`src/rtl/gcd_pkg.sv`:
```
// Shared types and defaults for the subtract-and-compare GCD engine.
package gcd_pkg;

  localparam int DATA_W       = 4;
  localparam int MAX_ITER_DEF = 15;
  localparam int ITER_W_DEF   = 4;

  typedef enum logic [1:0] {
    IDLE   = 2'd0,
    CALC   = 2'd1,
    RESULT = 2'd2,
    ERROR  = 2'd3
  } state_t;

endpackage

```
`src/rtl/gcd_iter_counter.sv`:
```
// Watchdog step counter: cleared on a new operation, saturating at MAX_ITER.
module gcd_iter_counter
  import gcd_pkg::*;
#(
  parameter int ITER_W   = ITER_W_DEF,
  parameter int MAX_ITER = MAX_ITER_DEF
) (
  input  logic              clk,
  input  logic              rst,
  input  logic              clear,
  input  logic              inc,
  output logic [ITER_W-1:0] count,
  output logic              tc
);

  // Step counter register; holds its value after completion until cleared.
  always_ff @(posedge clk) begin
    if (rst) begin
      count <= '0;
    end else if (clear) begin
      count <= '0;
    end else if (inc && !tc) begin
      count <= count + ITER_W'(1);
    end else begin
      count <= count;
    end
  end

  // Terminal count against the watchdog limit.
  always_comb begin
    tc = (count == ITER_W'(MAX_ITER));
  end

endmodule

```
`src/rtl/gcd_controller.sv`:
```
// Sequencing FSM for the GCD datapath: load, subtract until equal, then
// present the result (or a watchdog error) with a valid/ack handshake.
module gcd_controller
  import gcd_pkg::*;
#(
  parameter int MAX_ITER = MAX_ITER_DEF,
  parameter int ITER_W   = ITER_W_DEF
) (
  input  logic              clk,
  input  logic              rst,
  input  logic              start,
  input  logic              eq_flag,
  input  logic              bigger,
  input  logic              res_ack,
  output logic              rst_dp,
  output logic              A_sel,
  output logic              B_sel,
  output logic              A_load,
  output logic              B_load,
  output logic              done,
  output logic              busy,
  output logic              result_valid,
  output logic              err,
  output logic [ITER_W-1:0] iter_count
);

  state_t state, state_next;
  logic   cnt_clear, cnt_inc, cnt_tc;

  gcd_iter_counter #(
    .ITER_W  (ITER_W),
    .MAX_ITER(MAX_ITER)
  ) u_iter (
    .clk  (clk),
    .rst  (rst),
    .clear(cnt_clear),
    .inc  (cnt_inc),
    .count(iter_count),
    .tc   (cnt_tc)
  );

  assign rst_dp = rst;

  // State register.
  always_ff @(posedge clk) begin
    if (rst) begin
      state <= IDLE;
    end else begin
      state <= state_next;
    end
  end

  // Next-state and control decode; everything is forced low while in reset.
  always_comb begin
    state_next   = state;
    A_sel        = 1'b0;
    B_sel        = 1'b0;
    A_load       = 1'b0;
    B_load       = 1'b0;
    done         = 1'b0;
    busy         = 1'b0;
    result_valid = 1'b0;
    err          = 1'b0;
    cnt_clear    = 1'b0;
    cnt_inc      = 1'b0;
    if (rst) begin
      state_next = IDLE;
    end else begin
      case (state)
        IDLE: begin
          if (start) begin
            A_load     = 1'b1;
            B_load     = 1'b1;
            cnt_clear  = 1'b1;
            state_next = CALC;
          end else begin
            state_next = IDLE;
          end
        end
        CALC: begin
          busy = 1'b1;
          // Equality wins over the watchdog so a final-step match still completes.
          if (eq_flag) begin
            done       = 1'b1;
            state_next = RESULT;
          end else if (cnt_tc) begin
            state_next = ERROR;
          end else if (bigger) begin
            A_sel   = 1'b1;
            A_load  = 1'b1;
            cnt_inc = 1'b1;
          end else begin
            B_sel   = 1'b1;
            B_load  = 1'b1;
            cnt_inc = 1'b1;
          end
        end
        RESULT: begin
          busy         = 1'b1;
          result_valid = 1'b1;
          if (res_ack) begin
            state_next = IDLE;
          end else begin
            state_next = RESULT;
          end
        end
        ERROR: begin
          busy = 1'b1;
          err  = 1'b1;
          if (res_ack) begin
            state_next = IDLE;
          end else begin
            state_next = ERROR;
          end
        end
        default: begin
          state_next = IDLE;
        end
      endcase
    end
  end

endmodule

```
`config.mk`:
```
export PLATFORM = sky130hd
export DESIGN_NAME = gcd_controller
export DESIGN_NICKNAME = d
export VERILOG_FILES = /design/src/rtl/gcd_pkg.sv /design/src/rtl/gcd_iter_counter.sv /design/src/rtl/gcd_controller.sv
export SDC_FILE = /design/constraint.sdc
export NUM_CORES = 1
export LEC_CHECK = 0
export CAP_MARGIN = 20
export CORE_AREA = 5 5 42 44
export DETAILED_ROUTE_END_ITERATION = 10
export DIE_AREA = 0 0 47 49
export PLACE_DENSITY = 0.65
export SLEW_MARGIN = 20
export SYNTH_ARGS = -nofsm -noshare
export SYNTH_HDL_FRONTEND = slang
export SYNTH_HIERARCHICAL = 1
export SYNTH_SLANG_ARGS = --single-unit
```
`constraint.sdc`:
```
create_clock -name clk -period 4.6 [get_ports clk]
set_input_delay 0.46 -clock clk [delete_from_list [all_inputs] [get_ports clk]]
set_output_delay 0.46 -clock clk [all_outputs]
set_load 0.01 [all_outputs]
```
==> out/metrics.cfg <==
[clock_tree]
cts_setup_buffers = 0
clockBufferDepth = 2
ctsResizeCount = 0
cts_tree = done
clk_latency_ns = 0.25
clock-sinks = 6
root_buffer = clkbuf_4
cts.reportedPaths.clkPinSlew_ns = 0.05
cts_inserted_buffers = 3
htreeDepth = 1
postCtsHoldBufs = 0

[detailed_routing]
route.detailed.drc = 0
drtIter0Drc = 7
dr.pass1.iters = 4
vias = 413
wire_per_inst_um = 12.2
wl_um = 997
ant_nets = 0
post_drt_via_cell_ratio = 5.04

[power]
powerDensity_nw_per_um2 = 220
total_leakage_power_nw = 0.241
p_sw_share_pct = 26.0
power_switching_mw = 0.0347
internal_power_mw = 0.0990
seq_power_share_pct = 42.3
comb_power_share_pct = 20.3
p_clk_share_pct = 37.3
ir_drop_mv = 0.132
fin_total_pwr_mw = 0.134

[critical_path]
reg2reg_slack_ns = 2.82
worst_r2r_path_depth = 9
critPathCaptureType = output pin
rr_endpoint = u_iter/count[3]
critical_path_class = input pin to output pin
arrival_ns = 2.22
path_max_fanout = 10
r2r_start = u_iter/count[0]
start_kind = input pin
cp.required_ns = 4.14

[placed_design]
gp_congestion = 0.737
placed_cells = 79
dpl.hpwl_um = 741
numPortBuffers = 18

[logic_synthesis]
synth.area.top_cells = dfxtp_1, nor2_1, nand4b_1
syn-instance-count = 46
yosysWarningCount = 6
syn_area_um2 = 392
synth-edff-count = 0
yosysTopAreaCell = dfxtp_1
yosysTopAreaCellShare_pct = 30.7
postSynthAreaPerCell_um2 = 8.51
ys_ff_latch = 6
ys_seq_area_share_pct = 30.7
synth.distinct_cells = 28
ys_async_sr_fraction_pct = 0
synth_flop_cell = dfxtp_1
syn-num-nets = 53

[finish]
final_cell_mix = clkdlybuf4s50_1, nor2_1, dfxtp_1
layout.nets = 75
layout_commonest_cell = clkdlybuf4s50_1
diodes = 0
instances_no_fill = 82
area_delta_synth_final_pct = 55.0
drive_gt1_share_pct = 16.7

[floorplan]
initial_core_util_pct = 27.9
core_um2 = 1400
fp.dieArea_um2 = 2300
rows = 14
num_io_pins = 19
die_h_um = 49
die_w_um = 47

[timing]
fin_setup_tns_ns = 0
fin_skew_ns = 0.00850
fin_hold_ws_ns = 0.518
setup_viol = 0
period_share_pct = 58.4
worstMarginPinSlew_ns = 0.412
rsz0062_at_grt = false
finalHoldViolCount = 0
drv_slew = 0
period_needed_ns = 2.68
max_clock_freq_mhz = 372
max_slew_margin_pct = 72.5

[grt]
grt_pass1_wl_um = 1570
first_global_vias = 383
grt-ovfl-total = 0
grt_max_degree = 11
antenna_found_initial = 0
grt_usage_pct = 9.09

[min_path]
whs_endpoint = u_iter/count[1]
min_path_type = flop to flop
hold_start = u_iter/count[1]
holdPathStages = 2

[status]
status = complete, no violations

[run]
maxCapViolations = 0

[cell usage after synthesis (2+ instances only)]
| library cell | n |
|---|---|
| nand4b_1 | 2 |
| nor2_1 | 6 |
| a21oi_1 | 3 |
| dfxtp_1 | 6 |
| inv_1 | 3 |
| nor3_1 | 2 |
| nand2_1 | 3 |
[registers in the layout, indices dropped and copies added (netlist names)]
register and cells:
u_iter/count 4, state 2
[stage by stage]
step	instance area (um2)	setup slack (ns)	utilization, %
global placement	584	1.95	41.7
detailed placement	584	1.88	41.7
floorplan	392	2.81	-
global route	607	1.78	43.3
finish	607	1.92	43.3
CTS	607	1.88	43.3
[routing by layer]
layer | track usage (%) | wire length (um)
met4 | 4.15 | 0
met5 | 0 | 0
met3 | 2.21 | 69
met2 | 13.3 | 447
met1 | 12.1 | 480
[critical path, cell delays in order]
cell             delay (ns)
clkdlybuf4s50_1        0.59
nor4b_2                0.46
o21bai_1               0.17
clkdlybuf4s50_1        0.55
[cell type report]
class                   instances  area [um2]
fillers                       163         795
multi-input cells              35         249
repair buffers                 18         180
flip-flops and latches          6         120
clock buffers                   3        22.5
well taps                      16        20.0
inverters                       4        15.0
[worst max path at each step]
stage	start	end	slack (ns)
final	rst	B_load	1.92
after global routing	rst	B_load	1.78
after CTS	rst	B_load	1.88
after detailed placement	rst	B_load	1.88
after global placement	rst	B_load	1.95
after floorplan	u_iter/count[1]	A_load	2.81
[kinds of logic after synthesis]
| group | count (synthesis) | share of synthesized area, % |
|---|---|---|
| compound gates | 10 | 21.7 |
| fa+ha+maj | 1 | 3.19 |
| buf+inv | 5 | 5.75 |
| flops | 6 | 30.7 |
| simple gates | 24 | 38.7 |
[power groups by stage]
stage	sequential (mW)	clock, mW	combinational, mW
6_report	0.0566	0.0500	0.0272
5_1_grt	0.0571	0.0542	0.0298
3_3_place_gp	0.0577	0	0.0273
4_1_cts	0.0566	0.0510	0.0276
3_5_place_dp	0.0576	0	0.0275
2_1_floorplan	0.0572	0	0.0128
Note: power is estimated with default switching activity, not from simulation.
==> RTL change 1: new RTL, same settings <==
Set the package constant `ITER_W_DEF` to 5 (it was 4).
--- a/src/rtl/gcd_pkg.sv
+++ b/src/rtl/gcd_pkg.sv
@@ -3,7 +3,7 @@
 
   localparam int DATA_W       = 4;
   localparam int MAX_ITER_DEF = 15;
-  localparam int ITER_W_DEF   = 4;
+  localparam int ITER_W_DEF   = 5;
 
   typedef enum logic [1:0] {
     IDLE   = 2'd0,
Ports: changed (resized iter_count); port bits go from 19 to 20. The function was not compared with the original's and may differ.
==> RTL change 1 against the unedited design <==
- area after synthesis increased by 7.7%
- final area increased by 7.2%
- largest power group unchanged
- wire length decreased by 8.2%
- fmax increased by 2.1%
- sequential cell count increased by 1
- via count decreased by 1.2%
- core utilization increased by 3.1 points
- highest routed layer unchanged
- critical path type is now register to output port
- setup slack improved by 0.056 ns
- clock power increased by 8.0%
- power increased by 11%
- first-iteration DRC count decreased by 71%
==> RTL change 1: results (changes against the unedited design) <==
stage,metric,value,unit,change
outcome,outcome,"finished, final reports clean",,
logic_synthesis,Yosys warning count,6,,unchanged
power,Static Leak,0.253,nW,+4.7%
global_route,GRT Total Usage,8.97,%,-0.12 points
clock_tree,Num CTS Buffers,3,,unchanged
finish,Top Registers,"u_iter/count (5), state (2)",,
power,Peak supply drop,0.125,mV,-5.3%
critical_path,arrival time of the worst setup path,2.17,ns,-0.05 ns
finish,layout cells sized above 1,12.5,%,-4.2 points
clock_tree,worst-skew pair later-pin latency,0.24,ns,
finish,Antenna Cells,0,,unchanged
global_route,vias in the first global route,360,,-6.0%
placement,IO buf count,19,,+1
finish,fin nets,81,,+8.0%
hold_path,hold path cells,2,,unchanged
global_route,first-pass GRT wire length,1.52,mm,-3.1%
critical_path,FF-to-FF path depth,9,,unchanged
finish,Layout fillers,145,,-11%
logic_synthesis,Synth Area in Adders,5.93,%,+2.7 points
logic_synthesis,register area share after synthesis,33.2,%,+2.6 points
logic_synthesis,count of cell types in the netlist,27,,-3.6%
detailed_routing,vias per cell,4.64,,-7.9%
logic_synthesis,Synthesized Nets,58,,+9.4%
detailed_routing,final WL,915,µm,-8.2%
placement,post-DP HPWL,753,µm,+1.6%
logic_synthesis,xor-xnor portion of the synthesized cell area,4.15,%,+4.2 points
global_route,largest net degree at the start of global routing,10,,-1
logic_synthesis,Compound-Gate Fraction of Synth Area,11.9,%,-9.9 points
timing,Slew headroom,78.8,%,+6.3 points
placement,Final GP Congestion,0.655,,-11%
clock_tree,"CTS clk-pin slew, worst paths",0.05,ns,about the same
logic_synthesis,"top cells by count, synth","dfxtp_1 (7), nor2_1 (7), a21oi_1 (4)",,
detailed_routing,drt first pass iters,4,,unchanged
critical_path,top fanout value on the critical path,4,,-6
logic_synthesis,ys flop type,dfxtp_1,,
logic_synthesis,async set-reset flop share out of synthesis,0,%,unchanged
run,Max-cap violations,0,,unchanged
timing,Fin Clk Skew,0.00178,ns,-0.00672 ns
detailed_routing,initial DRC count,2,,-5
logic_synthesis,Synth area leaders,"dfxtp_1 (33%), nor2_1 (6.2%), ha_1 (5.9%)",,
RTL change 1: per-stage QoR:
| stage | total power, mW | utilization, % | setup WS, ns | area, µm² | cells |
|---|---|---|---|---|---|
| 2_1_floorplan | 0.0808 | - | 2.71 | 422 | 50 |
| 3_3_place_gp | 0.0961 | 44.6 | 2.08 | 624 | 84 |
| 3_5_place_dp | 0.0961 | 44.6 | 2.05 | 624 | 84 |
| 4_1_cts | 0.153 | 46.4 | 1.95 | 651 | 88 |
| 5_1_grt | 0.159 | 46.4 | 1.81 | 651 | 88 |
| 6_report | 0.149 | 46.4 | 1.97 | 651 | 88 |
RTL change 1: final cells by class:
| type | instances | area share, % |
|---|---|---|
| multi-input cells | 39 | 40.4 |
| repair buffers | 19 | 29.2 |
| flip-flops and latches | 7 | 21.5 |
| clock buffers | 4 | 4.04 |
| well taps | 16 | 3.08 |
| inverters | 3 | 1.73 |
RTL change 1: logic make-up (layout without fill, tap and decap cells):
family,count (synthesis),count (layout)
AO/OA/AOI/OAI,8,8
XOR/XNOR,2,2
adder cells (fa/ha/maj),2,2
buffers and inverters,4,26
flip-flops,7,7
AND/OR/NAND/NOR,27,27
RTL change 1: path summary, 6_finish.rpt:
kind | start | to | slack, ns
worst min-delay path | u_iter/count[1] | u_iter/count[1] | 0.49
worst max register to register | u_iter/count[0] | u_iter/count[3] | 2.61
worst max-delay path | u_iter/count[0] | A_load | 1.97
worst min register to register | u_iter/count[1] | u_iter/count[1] | 0.49
RTL change 1: layer usage:
layer | vias to the layer above | wire, µm | global-route usage [%]
met5 | - | 0 | 0
met4 | 0 | 0 | 6.91
met3 | 0 | 42 | 2.21
met2 | 10 | 457 | 12.4
met1 | 183 | 415 | 11.3
li1 | 215 | - | -
RTL change 1: power breakdown:
part           switching [mW]  internal (mW)
logic                  0.0119         0.0172
clock network          0.0210         0.0330
registers             0.00300         0.0627
RTL change 1: critical path, stage by stage, from the launching register on:
cell and delay (ns):
dfxtp_1 0.34, ha_1 0.22, and3_1 0.19, ha_1 0.21, nor2_1 0.17, and3_1 0.19, or2_1 0.09, clkdlybuf4s50_1 0.52
==> RTL change 2: new RTL, same settings <==
Without the edit above. The 4 states of `state_t` get a Gray code encoding in 2 bits.
--- a/src/rtl/gcd_pkg.sv
+++ b/src/rtl/gcd_pkg.sv
@@ -6,10 +6,10 @@
   localparam int ITER_W_DEF   = 4;
 
   typedef enum logic [1:0] {
-    IDLE   = 2'd0,
-    CALC   = 2'd1,
-    RESULT = 2'd2,
-    ERROR  = 2'd3
+    IDLE   = 2'b00,
+    CALC   = 2'b01,
+    RESULT = 2'b11,
+    ERROR  = 2'b10
   } state_t;
 
 endpackage
Check against the original RTL: no difference found for any inputs over 10 cycles, from zero or initial values and one cycle with rst high; not proved beyond that.
==> RTL change 2 against the unedited design <==
- die area is the same
- sequential cell count stayed put
- critical endpoint unchanged
- final area increased by 0.41%
- area after synthesis grew 0.64%
- largest cell class unchanged
- setup slack improved by 0.0040 ns
- highest routed layer unchanged
- wire length is 8.0% lower
- largest power group unchanged
- global-route usage grew 0.65 points
- power down 2.4%
- register-to-register slack improved by 0.02 ns
- synthesized cell count up 2.2%
- sequential share of layout area down 0.081 points
- via count down 0.73%
==> RTL change 2: results (changes against the unedited design) <==
stage,metric,value,unit,change
outcome,outcome,"finished, final reports clean",,
finish,layout cells sized above 1,16.4,%,-0.25 points
global_route,GRT Total Usage,9.74,%,+0.65 points
hold_path,hold path cells,2,,unchanged
clock_tree,Post-CTS Resized,0,,unchanged
clock_tree,H-tree depth,1,,unchanged
detailed_routing,drt first pass iters,1,,-3
power,Peak supply drop,0.106,mV,-19%
finish,Layout fillers,150,,-8.0%
logic_synthesis,register area share after synthesis,30.5,%,-0.19 points
clock_tree,"CTS clk-pin slew, worst paths",0.05,ns,about the same
detailed_routing,number of routed nets with antenna violations,0,,unchanged
logic_synthesis,"top cells by count, synth","dfxtp_1 (6), nor2_1 (6), inv_1 (4)",,
run,Max-cap violations,0,,unchanged
critical_path,RR Endpoint,u_iter/count[3],,
critical_path,FF-to-FF path depth,9,,unchanged
finish,Antenna Cells,0,,unchanged
critical_path,arrival time of the worst setup path,2.22,ns,about the same
global_route,initial antenna violation count,0,,unchanged
placement,post-DP HPWL,699,µm,-5.6%
timing,Slew headroom,73.9,%,+1.4 points
timing,Fin Clk Skew,0.00952,ns,+0.00102 ns
logic_synthesis,Synthesized Nets,54,,+1.9%
logic_synthesis,count of cell types in the netlist,29,,+3.6%
placement,Final GP Congestion,0.787,,+6.8%
global_route,first-pass GRT wire length,1.70,mm,+8.8%
placement,post-place setup slack,1.89,ns,+0.00780 ns
detailed_routing,DR vias,410,,-0.73%
detailed_routing,wire length per cell,11.0,µm,-9.1%
logic_synthesis,Synth area leaders,"dfxtp_1 (30%), nor2_1 (5.7%), nand4b_1 (4.4%)",,
finish,Top Registers,"u_iter/count (4), state (2)",,
finish,fin nets,76,,+1.3%
detailed_routing,initial DRC count,0,,-7
timing,Hold Worst Slack,0.511,ns,-0.00715 ns
hold_path,Worst Hold End,u_iter/count[1],,
power,Static Leak,0.230,nW,-4.5%
critical_path,RR Startpoint,u_iter/count[0],,
critical_path,internal reg-to-reg setup slack,2.84,ns,+0.02 ns
RTL change 2: cells by family after synthesis:
| kind of cell | after synthesis | share of synthesized area [%] |
|---|---|---|
| and+or+nand+nor | 23 | 37.1 |
| AOI/OAI and AO/OA | 11 | 22.5 |
| buffers and inverters | 6 | 6.67 |
| DFF | 6 | 30.5 |
| adders and majority gates | 1 | 3.17 |
RTL change 2: how the worst max path moves through the flow:
stage               slack, ns       startpoint      to
floorplan                2.80  u_iter/count[1]  A_load
global placement         1.93              rst  B_load
detailed placement       1.89              rst  B_load
CTS                      1.88              rst  B_load
global route             1.80              rst  B_load
finish                   1.92              rst  B_load
RTL change 2: area by class of cell:
type	instances	area, µm²	share of cell area, %
Clock buffer	3	22.5	3.70
Inverter	5	18.8	3.08
Multi-Input combinational cell	35	248	40.7
Sequential cell	6	120	19.7
Tap cell	16	20.0	3.29
Timing Repair Buffer	18	180	29.6
RTL change 2: per-layer routing:
metal,part of all wire [%],GRT usage (%),wire (µm)
met3,11,3.69,101
met1,46,14.4,420
met5,0,0,0
met4,0,4.15,0
met2,43,12.2,395
RTL change 2: critical path, stage by stage:
cell and delay (ns):
clkdlybuf4s50_1 0.59, nor4b_2 0.44, o21bai_1 0.17, clkdlybuf4s50_1 0.55
RTL change 2: power breakdown:
group	switching, mW	internal [mW]
Clock	0.0181	0.0295
Sequential	0.00261	0.0538
Combinational	0.0114	0.0152
RTL change 2: per-stage QoR:
stage,cell area [µm²],utilization [%],std cells
2_1_floorplan,394,-,47
3_3_place_gp,587,41.9,80
3_5_place_dp,587,41.9,80
4_1_cts,609,43.5,83
5_1_grt,609,43.5,83
6_report,609,43.5,83
